File: src/rtl/mult_result_buf_pkg.sv
`default_nettype none
// +----------------------------------------------------------------------+
// | Module  : mult_result_buf_pkg                                        |
// | Purpose : Shared types, constants and helpers for the pipelined      |
// |           multiplier with result buffer.                             |
// | Contents: state_t  - top-level FSM states                            |
// |           PIPE_LAT - multiplier pipeline depth (accept -> write)     |
// |           mag()    - operand magnitude for signed/unsigned modes     |
// | Revision: 1.0 - initial parametrised release                         |
// +----------------------------------------------------------------------+
package mult_result_buf_pkg;

  typedef enum logic [1:0] {
    IDLE_WRITE = 2'd0,
    DRAIN      = 2'd1,
    FULL       = 2'd2,
    READ       = 2'd3
  } state_t;

  localparam int PIPE_LAT = 3;

  // x holds a w-bit operand zero-extended to 32 bits. The magnitude of
  // -2^(w-1) is 2^(w-1), which still fits in w unsigned bits.
  function automatic logic [31:0] mag(input logic [31:0] x, input int w,
                                      input logic is_signed);
    logic [31:0] mask;
    logic [31:0] m;
    mask = (w >= 32) ? 32'hFFFF_FFFF : ((32'd1 << w) - 32'd1);
    m    = (is_signed && x[5'(w - 1)]) ? (~x + 32'd1) : x;
    return m & mask;
  endfunction

endpackage
`default_nettype wire

File: src/rtl/mult_result_buf_if.sv
`default_nettype none
// +----------------------------------------------------------------------+
// | Module  : mult_result_buf_if                                         |
// | Purpose : Host / result-memory bus of mult_result_buf.               |
// | Ports   : slave  - DUT view (operands, block-read request and memory |
// |                    read data in; ready, memory strobes/addresses,    |
// |                    read-back data and fill level out)                |
// |           master - host/memory view, directions reversed             |
// | Revision: 1.0 - initial parametrised release                         |
// +----------------------------------------------------------------------+
interface mult_result_buf_if #(
  parameter int W     = 16,
  parameter int DEPTH = 64
);
  import mult_result_buf_pkg::*;

  localparam int AW = $clog2(DEPTH);
  localparam int N  = 2 * W;

  logic          EN_mult;
  logic          signed_mode;
  logic [W-1:0]  mult_input0;
  logic [W-1:0]  mult_input1;
  logic          EN_blockRead;
  logic [N-1:0]  readMem_val;
  logic          RDY_mult;
  logic          EN_writeMem;
  logic [AW-1:0] writeMem_addr;
  logic [N-1:0]  writeMem_val;
  logic          EN_readMem;
  logic [AW-1:0] readMem_addr;
  logic          VALID_memVal;
  logic [N-1:0]  memVal_data;
  logic [AW:0]   fill_count;

  modport slave (
    input  EN_mult, signed_mode, mult_input0, mult_input1, EN_blockRead,
           readMem_val,
    output RDY_mult, EN_writeMem, writeMem_addr, writeMem_val, EN_readMem,
           readMem_addr, VALID_memVal, memVal_data, fill_count
  );

  modport master (
    output EN_mult, signed_mode, mult_input0, mult_input1, EN_blockRead,
           readMem_val,
    input  RDY_mult, EN_writeMem, writeMem_addr, writeMem_val, EN_readMem,
           readMem_addr, VALID_memVal, memVal_data, fill_count
  );

endinterface
`default_nettype wire

File: src/rtl/mult_result_buf_mult_pipe.sv
`default_nettype none
// +----------------------------------------------------------------------+
// | Module  : mult_pipe                                                  |
// | Purpose : 3-stage W x W signed/unsigned multiplier.                  |
// |           S0: 4x4 nibble partial products of operand magnitudes      |
// |           S1: row sums, S2: final sum with optional negation         |
// | Ports   : clk_i, rst_n (async, active-low)                           |
// |           valid_i/signed_i/a_i/b_i - operation in                    |
// |           valid_o/prod_o           - product out, 3 cycles later     |
// | Revision: 1.0 - initial parametrised release                         |
// +----------------------------------------------------------------------+
module mult_pipe
  import mult_result_buf_pkg::*;
#(
  parameter int W = 16
) (
  input  logic           clk_i,
  input  logic           rst_n,
  input  logic           valid_i,
  input  logic           signed_i,
  input  logic [W-1:0]   a_i,
  input  logic [W-1:0]   b_i,
  output logic           valid_o,
  output logic [2*W-1:0] prod_o
);

  localparam int N  = 2 * W;
  localparam int NB = W / 4;
  localparam int RW = W + 4;   // one nibble times a full operand

  logic [W-1:0]  mag_a;
  logic [W-1:0]  mag_b;
  logic          sign_d;
  logic [7:0]    pp_d  [NB*NB];
  logic [7:0]    pp_q  [NB*NB];
  logic [RW-1:0] row_d [NB];
  logic [RW-1:0] row_q [NB];
  logic [N-1:0]  sum_w;
  logic [N-1:0]  prod_d;
  logic [N-1:0]  prod_q;
  logic          v0_q, v1_q, v2_q;
  logic          s0_q, s1_q;

  assign mag_a  = W'(mag(32'(a_i), W, signed_i));
  assign mag_b  = W'(mag(32'(b_i), W, signed_i));
  assign sign_d = signed_i & (a_i[W-1] ^ b_i[W-1]);

  always_comb begin
    for (int i = 0; i < NB; i++) begin
      for (int j = 0; j < NB; j++) begin
        pp_d[i*NB+j] = {4'b0, mag_a[4*i +: 4]} * {4'b0, mag_b[4*j +: 4]};
      end
    end
  end

  // Row i = nibble i of A times all of B.
  always_comb begin
    for (int i = 0; i < NB; i++) begin
      row_d[i] = '0;
      for (int j = 0; j < NB; j++) begin
        row_d[i] = row_d[i] + (RW'(pp_q[i*NB+j]) << (4 * j));
      end
    end
  end

  always_comb begin
    sum_w = '0;
    for (int i = 0; i < NB; i++) begin
      sum_w = sum_w + (N'(row_q[i]) << (4 * i));
    end
    prod_d = s1_q ? (~sum_w + N'(1)) : sum_w;
  end

  always_ff @(posedge clk_i or negedge rst_n) begin
    if (!rst_n) begin
      v0_q   <= 1'b0;
      v1_q   <= 1'b0;
      v2_q   <= 1'b0;
      s0_q   <= 1'b0;
      s1_q   <= 1'b0;
      prod_q <= '0;
      for (int k = 0; k < NB*NB; k++) pp_q[k] <= '0;
      for (int k = 0; k < NB; k++) row_q[k] <= '0;
    end else begin
      v0_q   <= valid_i;
      s0_q   <= sign_d;
      v1_q   <= v0_q;
      s1_q   <= s0_q;
      v2_q   <= v1_q;
      prod_q <= prod_d;
      for (int k = 0; k < NB*NB; k++) pp_q[k] <= pp_d[k];
      for (int k = 0; k < NB; k++) row_q[k] <= row_d[k];
    end
  end

  assign valid_o = v2_q;
  assign prod_o  = prod_q;

endmodule
`default_nettype wire

File: src/rtl/mult_result_buf.sv
`default_nettype none
// +----------------------------------------------------------------------+
// | Module  : mult_result_buf                                            |
// | Purpose : Pipelined multiplier whose products are written in order   |
// |           into an external DEPTH-entry memory, then drained as one   |
// |           block read (when full, or on a host flush request).        |
// | Ports   : CLK, rst_n (async, active-low)                             |
// |           bus (slave) - operations, memory write/read strobes and    |
// |                         addresses, read-back data, fill level        |
// | Revision: 1.0 - initial parametrised release                         |
// +----------------------------------------------------------------------+
module mult_result_buf
  import mult_result_buf_pkg::*;
#(
  parameter int W     = 16,
  parameter int DEPTH = 64
) (
  input  logic CLK,
  input  logic rst_n,
  mult_result_buf_if.slave bus
);

  localparam int AW  = $clog2(DEPTH);
  localparam int N   = 2 * W;
  localparam int IFW = $clog2(PIPE_LAT + 1);

  state_t         state_q, state_d;
  logic [AW-1:0]  wptr_q, wptr_d;
  logic [AW-1:0]  rptr_q, rptr_d;
  logic [AW:0]    fill_q, fill_d;
  logic [IFW-1:0] inflight_q, inflight_d;
  logic           vmem_q, vmem_d;

  logic [AW+1:0]  occ;
  logic           rdy;
  logic           accept;
  logic           wr_en;
  logic           last_rd;
  logic [N-1:0]   prod;

  // Reserving slots for in-flight products guarantees none is dropped.
  assign occ     = {1'b0, fill_q} + (AW+2)'(inflight_q);
  assign rdy     = (state_q == IDLE_WRITE) && (occ < (AW+2)'(DEPTH));
  assign accept  = bus.EN_mult & rdy;
  assign last_rd = (state_q == READ) && (({1'b0, rptr_q} + (AW+1)'(1)) == fill_q);

  mult_pipe #(.W(W)) u_pipe (
    .clk_i    (CLK),
    .rst_n    (rst_n),
    .valid_i  (accept),
    .signed_i (bus.signed_mode),
    .a_i      (bus.mult_input0),
    .b_i      (bus.mult_input1),
    .valid_o  (wr_en),
    .prod_o   (prod)
  );

  always_comb begin
    state_d = state_q;
    case (state_q)
      IDLE_WRITE: begin
        if ((fill_q == (AW+1)'(DEPTH)) && (inflight_q == '0)) begin
          state_d = FULL;
        end else if (bus.EN_blockRead && (occ != '0)) begin
          state_d = DRAIN;
        end
      end
      DRAIN:   if (inflight_q == '0) state_d = READ;
      FULL:    if (bus.EN_blockRead) state_d = READ;
      READ:    if (last_rd) state_d = IDLE_WRITE;
      default: state_d = IDLE_WRITE;
    endcase
  end

  always_comb begin
    wptr_d     = wptr_q;
    rptr_d     = rptr_q;
    fill_d     = fill_q;
    inflight_d = inflight_q + IFW'(accept) - IFW'(wr_en);
    vmem_d     = (state_q == READ);
    if (wr_en) begin
      wptr_d = wptr_q + AW'(1);
      fill_d = fill_q + (AW+1)'(1);
    end
    if (state_q == READ) begin
      rptr_d = rptr_q + AW'(1);
      if (last_rd) begin
        wptr_d = '0;
        rptr_d = '0;
        fill_d = '0;
      end
    end
  end

  always_ff @(posedge CLK or negedge rst_n) begin
    if (!rst_n) begin
      state_q    <= IDLE_WRITE;
      wptr_q     <= '0;
      rptr_q     <= '0;
      fill_q     <= '0;
      inflight_q <= '0;
      vmem_q     <= 1'b0;
    end else begin
      state_q    <= state_d;
      wptr_q     <= wptr_d;
      rptr_q     <= rptr_d;
      fill_q     <= fill_d;
      inflight_q <= inflight_d;
      vmem_q     <= vmem_d;
    end
  end

  assign bus.RDY_mult      = rdy;
  assign bus.EN_writeMem   = wr_en;
  assign bus.writeMem_addr = wptr_q;
  assign bus.writeMem_val  = prod;
  assign bus.EN_readMem    = (state_q == READ);
  assign bus.readMem_addr  = rptr_q;
  assign bus.VALID_memVal  = vmem_q;
  assign bus.memVal_data   = bus.readMem_val;
  assign bus.fill_count    = fill_q;

endmodule
`default_nettype wire

File: src/flat_wrapper.sv
// flat-port wrapper written by rule: the top's interface ports become plain ports
module mult_result_buf_flat import mult_result_buf_pkg::*;
#(
  parameter int W     = 16,
  parameter int DEPTH = 64
)
  (CLK, rst_n, bus_EN_mult, bus_signed_mode, bus_mult_input0, bus_mult_input1, bus_EN_blockRead, bus_readMem_val, bus_RDY_mult, bus_EN_writeMem, bus_writeMem_addr, bus_writeMem_val, bus_EN_readMem, bus_readMem_addr, bus_VALID_memVal, bus_memVal_data, bus_fill_count);
  mult_result_buf_if #(.W(W), .DEPTH(DEPTH)) bus_i ();
  input  logic CLK;
  input  logic rst_n;
  input wire logic [$bits(bus_i.EN_mult)-1:0] bus_EN_mult;
  input wire logic [$bits(bus_i.signed_mode)-1:0] bus_signed_mode;
  input wire logic [$bits(bus_i.mult_input0)-1:0] bus_mult_input0;
  input wire logic [$bits(bus_i.mult_input1)-1:0] bus_mult_input1;
  input wire logic [$bits(bus_i.EN_blockRead)-1:0] bus_EN_blockRead;
  input wire logic [$bits(bus_i.readMem_val)-1:0] bus_readMem_val;
  output wire logic [$bits(bus_i.RDY_mult)-1:0] bus_RDY_mult;
  output wire logic [$bits(bus_i.EN_writeMem)-1:0] bus_EN_writeMem;
  output wire logic [$bits(bus_i.writeMem_addr)-1:0] bus_writeMem_addr;
  output wire logic [$bits(bus_i.writeMem_val)-1:0] bus_writeMem_val;
  output wire logic [$bits(bus_i.EN_readMem)-1:0] bus_EN_readMem;
  output wire logic [$bits(bus_i.readMem_addr)-1:0] bus_readMem_addr;
  output wire logic [$bits(bus_i.VALID_memVal)-1:0] bus_VALID_memVal;
  output wire logic [$bits(bus_i.memVal_data)-1:0] bus_memVal_data;
  output wire logic [$bits(bus_i.fill_count)-1:0] bus_fill_count;
  assign bus_i.EN_mult = bus_EN_mult;
  assign bus_i.signed_mode = bus_signed_mode;
  assign bus_i.mult_input0 = bus_mult_input0;
  assign bus_i.mult_input1 = bus_mult_input1;
  assign bus_i.EN_blockRead = bus_EN_blockRead;
  assign bus_i.readMem_val = bus_readMem_val;
  assign bus_RDY_mult = bus_i.RDY_mult;
  assign bus_EN_writeMem = bus_i.EN_writeMem;
  assign bus_writeMem_addr = bus_i.writeMem_addr;
  assign bus_writeMem_val = bus_i.writeMem_val;
  assign bus_EN_readMem = bus_i.EN_readMem;
  assign bus_readMem_addr = bus_i.readMem_addr;
  assign bus_VALID_memVal = bus_i.VALID_memVal;
  assign bus_memVal_data = bus_i.memVal_data;
  assign bus_fill_count = bus_i.fill_count;
  mult_result_buf #(.W(W), .DEPTH(DEPTH)) u_core (.CLK(CLK), .rst_n(rst_n), .bus(bus_i));
endmodule
File: config.mk
export PLATFORM = sky130hd
export DESIGN_NAME = mult_result_buf_flat
export DESIGN_NICKNAME = d
export VERILOG_FILES = /design/src/rtl/mult_result_buf_pkg.sv /design/src/rtl/mult_result_buf_if.sv /design/src/rtl/mult_result_buf_mult_pipe.sv /design/src/rtl/mult_result_buf.sv /design/src/flat_wrapper.sv
export SDC_FILE = /design/constraint.sdc
export NUM_CORES = 1
export LEC_CHECK = 0
export ABC_AREA = 1
export CAP_MARGIN = 0
export CORE_MARGIN = 10
export CORE_UTILIZATION = 30
export CTS_CLUSTER_SIZE = 30
export DETAILED_ROUTE_END_ITERATION = 6
export MAX_ROUTING_LAYER = met4
export PLACE_DENSITY = 0.43
export SLEW_MARGIN = 15
export SYNTH_ARGS = -nofsm -noshare
export SYNTH_HDL_FRONTEND = slang
export SYNTH_SLANG_ARGS = --single-unit
File: constraint.sdc
create_clock -name CLK -period 3.8 [get_ports CLK]
set_input_delay 0.57 -clock CLK [delete_from_list [all_inputs] [get_ports CLK]]
set_output_delay 0.57 -clock CLK [all_outputs]
set_load 0.03 [all_outputs]
**Word-level counts from Yosys, hierarchy flattened**

Index checks and enable logic that the tools add are counted.

- Add/sub/neg operators: 25
- Multiply operators: 16
- Divide/modulo/power cells: 0
- $lt $le $gt $ge: 1
- Equal/unequal tests: 9
- Shift operators: 0
- Mux-type cells: 16
- Bitwise gates (word level): 6
- Reductions and logical operators: 10

Operators by type and width:

| operator | count |
|---|---|
| $mul A4 B4 Y8 | 16 |
| $add A17 B20 Y20 | 4 |
| $add A13 B16 Y17 | 4 |
| $add A8 B12 Y13 | 4 |
| $add A16 B1 Y16 const B | 2 |
| $add A29 B32 Y32 | 1 |
| $add A32 B1 Y32 const B | 1 |
| $mux W16 | 2 |
| $mux W32 | 1 |
| $not A16 Y16 | 2 |
| $not A32 Y32 | 1 |
| $add A25 B28 Y29 | 1 |
| $add A20 B24 Y25 | 1 |
| $mux W6 | 4 |
| $mux W7 | 3 |
| $add A6 B1 Y6 const B | 2 |
| $mux W2 | 5 |
| $add A7 B2 Y8 | 1 |
| $lt A8 B7 Y1 const B | 1 |
| $pmux W2 S4 | 1 |
| $reduce_bool A8 Y1 | 1 |
| $add A6 B1 Y7 const B | 1 |
| $add A7 B1 Y7 const B | 1 |
| $eq A7 B7 Y1 | 1 |
| 13 further kinds | 22 |

- Register bits after elaboration: 269
- Latch bits: 0
- RAM bits: 0
- Memory bits (read-only): 0
- Bits of input ports: 69
- Logic and storage cells: 115
- Memories: 0

**Depth between registers and ports, before layout**

- Word-level depth: 6
- Gate-level depth with buffers: 25
- Depth with buffers taken out: 24

**Modules after synthesis**

A second synthesis with hierarchy kept.

- Cell total of the unflattened synthesis: 2,537
- Area total of the unflattened synthesis: 21,285.4 um^2

Modules (own cells, without submodules):

| module | times used | cells each | area each (um^2) | seq. area each (um^2) |
|---|---|---|---|---|
| mult_pipe | 1 | 2,295 | 19,407.4 | 6,130.9 |
| mult_result_buf | 1 | 242 | 1,878.1 | 600.6 |

**Least setup slack after synthesis**

OpenSTA, ideal clock, no wires.

- Kind: input to register
- From: input bus_mult_input0[0]
- To: register u_core.u_pipe.pp_q[15] in the netlist's numbering
- Setup time: 80 ps
- Arrival: 4,558 ps
- Data required time: 3,720 ps
- Path slack: -838 ps
- Stages: 20
- Path buffers: 1
- Cell sequence: inv_1 > clkbuf_1 > ha_1 > inv_1 > nor3_1 > nand3_1 > nor3_1 > a41oi_1 > xor2_1 > clkinv_1 > nor2_1 > fa_1 > ha_1 > ha_1 > a21oi_1 > inv_1 > a31oi_1 > o21ai_0 > a21oi_1 > xnor2_1

RTL lines:

| element | line | RTL |
|---|---|---|
| start: declaration | flat_wrapper.sv:13 | `input wire logic [$bits(bus_i.mult_input0)-1:0] bus_mult_input0;` |
| end: declaration | mult_result_buf_mult_pipe.sv:35 | `logic [7:0] pp_q [NB*NB];` |

==> flow_summary.json <==
{
  "status": "complete, no violations",
  "cts.reportedPaths.clkPinSlew_ns": 0.07,
  "cts_tree": "yes",
  "drtIter0Drc": 629,
  "drc": 0,
  "worstReg2RegStart": "u_core.u_pipe.row_q[52]$_DFF_PN0_",
  "rsz0062_at_grt": "yes",
  "gp_congestion": 0.847,
  "grt_pass1_vias": 17100,
  "num_rows": 97,
  "total_power_w": 0.0258,
  "viasPerCell": 4.31,
  "port_buffers": 91,
  "clock_path_buffers": 3,
  "hp-class": "primary input to async pin",
  "synth_edf_count": 0,
  "syn_inst": 2478,
  "period_needed_ns": 3.80,
  "crit_fanout": 4,
  "worst_slew_pin_slew_ns": 0.834,
  "synth_seq_area_share": 0.320,
  "wl_per_cell_um": 15.3,
  "cts_buffers": 31,
  "slew-limit-headroom": 0.444,
  "finalSetupViolations": 0,
  "synthArstFlopShare": 1.00,
  "drv_cap": 0,
  "fp.dieW_um": 285,
  "fin_crit_sh": 0.999,
  "ir_worst_vdd_uv": 735,
  "grt_antenna_before_repair": 6,
  "nets": 3343,
  "ys_ff_latch": 269,
  "leakage_nw": 14.9,
  "fmax_mhz": 263,
  "grt_max_degree": 109,
  "vias": 16600,
  "synth_nets": 2944,
  "core_sq_um": 69800,
  "endpoint_kind": "flip-flop",
  "ios": 156,
  "dpl_cell_area_sq_um": 25500,
  "synth_area_sq_um": 21000,
  "start_util": 0.301,
  "routed_wl_um": 58900,
  "dpl.hpwl_um": 49000,
  "cp-startpoint": "bus_mult_input0[0]",
  "yosysWarnings": 0,
  "grt_pass1_wl_um": 93700,
  "dieArea_sq_um": 81100,
  "path_class": "primary input to flip-flop",
  "crit_required_ns": 4.30,
  "cts-root-buf": "clkbuf_16",
  "numClockSinks": 269,
  "gr-total-overflow": 0,
  "arrival_ns": 4.30,
  "insertion_delay_ns": 0.57,
  "grt_use_total": 0.148,
  "holdBufCountCts": 0,
  "antenna_left": 0,
  "ys_types": 48,
  "h-tree-depth": 1,
  "final_area_sq_um": 27800,
  "fin_skew_ns": 0.0215,
  "firstDrtPassIters": 4,
  "hold_viol": 0,
  "syn_avg_cell_area_sq_um": 8.49,
  "area_growth_pct": 32.2,
  "start_kind": "primary input",
  "ys.flop_type": "dfrtp_1",
  "r2r_setup_slack_ns": 0.32,
  "layout-drive-gt1-share": 0.224,
  "fin_hold_ws_ns": 0.0352,
  "fillers": 7031,
  "slew_viol_final": 0,
  "die_h_um": 285,
  "power_density_nw_per_um2": 927
}
where the power goes:
group / total (W) / internal [W] / switching, W
clock network: 0.00320 / 0.00195 / 0.00126
logic: 0.0180 / 0.00683 / 0.0112
registers: 0.00458 / 0.00404 / 0.000542
total: 0.0258 / 0.0128 / 0.0130
final timing paths:
check / depth (start not counted) / end
worst max-delay path: 22 / u_core.u_pipe.pp_q[15]$_DFF_PN0_
worst min-delay path: 1 / u_core.u_pipe.pp_q[124]$_DFF_PN0_
worst max register to register: 20 / u_core.u_pipe.prod_o[29]$_DFF_PN0_
worst min register to register: 0 / u_core.u_pipe.row_q[1]$_DFF_PN0_
max in group asynchronous: 2 / u_core.u_pipe.row_q[6]$_DFF_PN0_
min in group CLK: 0 / u_core.u_pipe.row_q[1]$_DFF_PN0_
synth_stat cells, drive strengths merged, types with 5 or more instances:
cell type    n  area, sq um
a21oi      118          591
nor3        26          150
xor2       115         1060
inv        469         1760
nand4       23          150
xnor2       55          482
clkbuf      17         63.8
o21bai       6         45.0
fa          94         1880
a211oi       5         37.5
nand3       72          375
nand2      474         1810
buf         37          268
ha         303         3790
o22ai        5         31.3
o211ai       6         50.1
clkinv       8         30.0
dfrtp      269         6730
a31oi       18          113
nor2       243          942
or2         14         87.6
nand3b       9         67.6
o21ai       74          378
a21boi       5         37.5
critical path, cell delays in order:
cell and delay [ns]:
buf_8 0.10, buf_12 0.12, inv_16 0.04, ha_4 0.13, inv_4 0.04, nor3_4 0.18
nand3_2 0.15, nor3_4 0.26, a41oi_2 0.18, xor2_2 0.32, buf_6 0.18, nand2_4 0.05
fa_1 0.48, fa_1 0.54, inv_2 0.06, ha_4 0.15, a21oi_2 0.13, inv_1 0.06
a31oi_2 0.17, o21ai_1 0.10, a21oi_1 0.16, xnor2_1 0.13
metrics by stage:
stage	worst slack [ns]	util	std cells	TNS [ns]
after CTS	0.00566	0.385	3820	0
final	0.00223	0.398	3844	0
after global routing	-0.191	0.398	3841	-2.21
after global placement	-1.16	0.365	3749	-63.12
after detailed placement	-1.15	0.365	3749	-64.52
after floorplan	-0.335	-	2478	-3.59
cell usage in the layout, fill, tap and decap left out, drive strengths merged, types with 9 or more instances in the layout:
cell | Yosys | routed
xnor2 | 55 | 55
fa | 94 | 94
clkdlybuf4s50 | 0 | 74
nor2 | 243 | 243
xor2 | 115 | 115
buf | 37 | 334
a31oi | 18 | 18
or2 | 14 | 14
a21oi | 118 | 118
dfrtp | 269 | 269
nand4 | 23 | 23
nand3 | 72 | 72
o21ai | 74 | 74
clkbuf | 17 | 40
ha | 303 | 303
nand2 | 474 | 474
nor3 | 26 | 26
inv | 469 | 471
nand3b | 9 | 9
clkinv | 8 | 15
what timing repair did:
item | in CTS | in global routing
buffers inserted | 15 | 27
pin swaps | 55 | 127
setup endpoints to repair | 65 | 65
gates cloned | 1 | 0
gates resized for setup | 77 | 183
cell families (layout without fill, tap and decap cells):
kind of cell | Yosys count | count (layout) | share of synthesized area
adders and majority gates | 397 | 397 | 0.270
DFF | 269 | 269 | 0.320
buffers and inverters | 531 | 954 | 0.101
other | 0 | 3 | 0
AOI/OAI and AO/OA | 246 | 246 | 0.0645
xor gates and xnor gates | 170 | 170 | 0.0733
and+or+nand+nor | 865 | 865 | 0.172
routing by layer:
| layer | GRT usage | routed length [um] | part of all wire | vias up |
|---|---|---|---|---|
| met5 | - | 0 | 0 | - |
| met4 | 0.0320 | 1090 | 0.018 | 0 |
| met3 | 0.0176 | 1820 | 0.031 | 67 |
| met1 | 0.197 | 28900 | 0.49 | 7750 |
| met2 | 0.238 | 27100 | 0.46 | 221 |
| li1 | - | - | - | 8528 |
sequential cells by signal (all words and copies together), names as in the netlist, 2 cells and up:
name,cells
u_core.u_pipe.pp_q,128
u_core.u_pipe.row_q,80
u_core.u_pipe.prod_o,32
u_core.bus.fill_count,7
u_core.bus.readMem_addr,6
u_core.bus.writeMem_addr,6
u_core.inflight_q,2
u_core.state_q,2
cell type report:
cell class / count / area [sq um] / area share
diodes: 3 / 7.51 / 0.000270
well taps: 940 / 1180 / 0.0423
clock inverters: 18 / 258 / 0.00927
multi-input cells: 1678 / 13300 / 0.478
inverters: 477 / 1840 / 0.0662
clock buffers: 39 / 856 / 0.0308
repair buffers: 420 / 3650 / 0.131
flip-flops and latches: 269 / 6730 / 0.242
(Power assumes the default switching activity.)
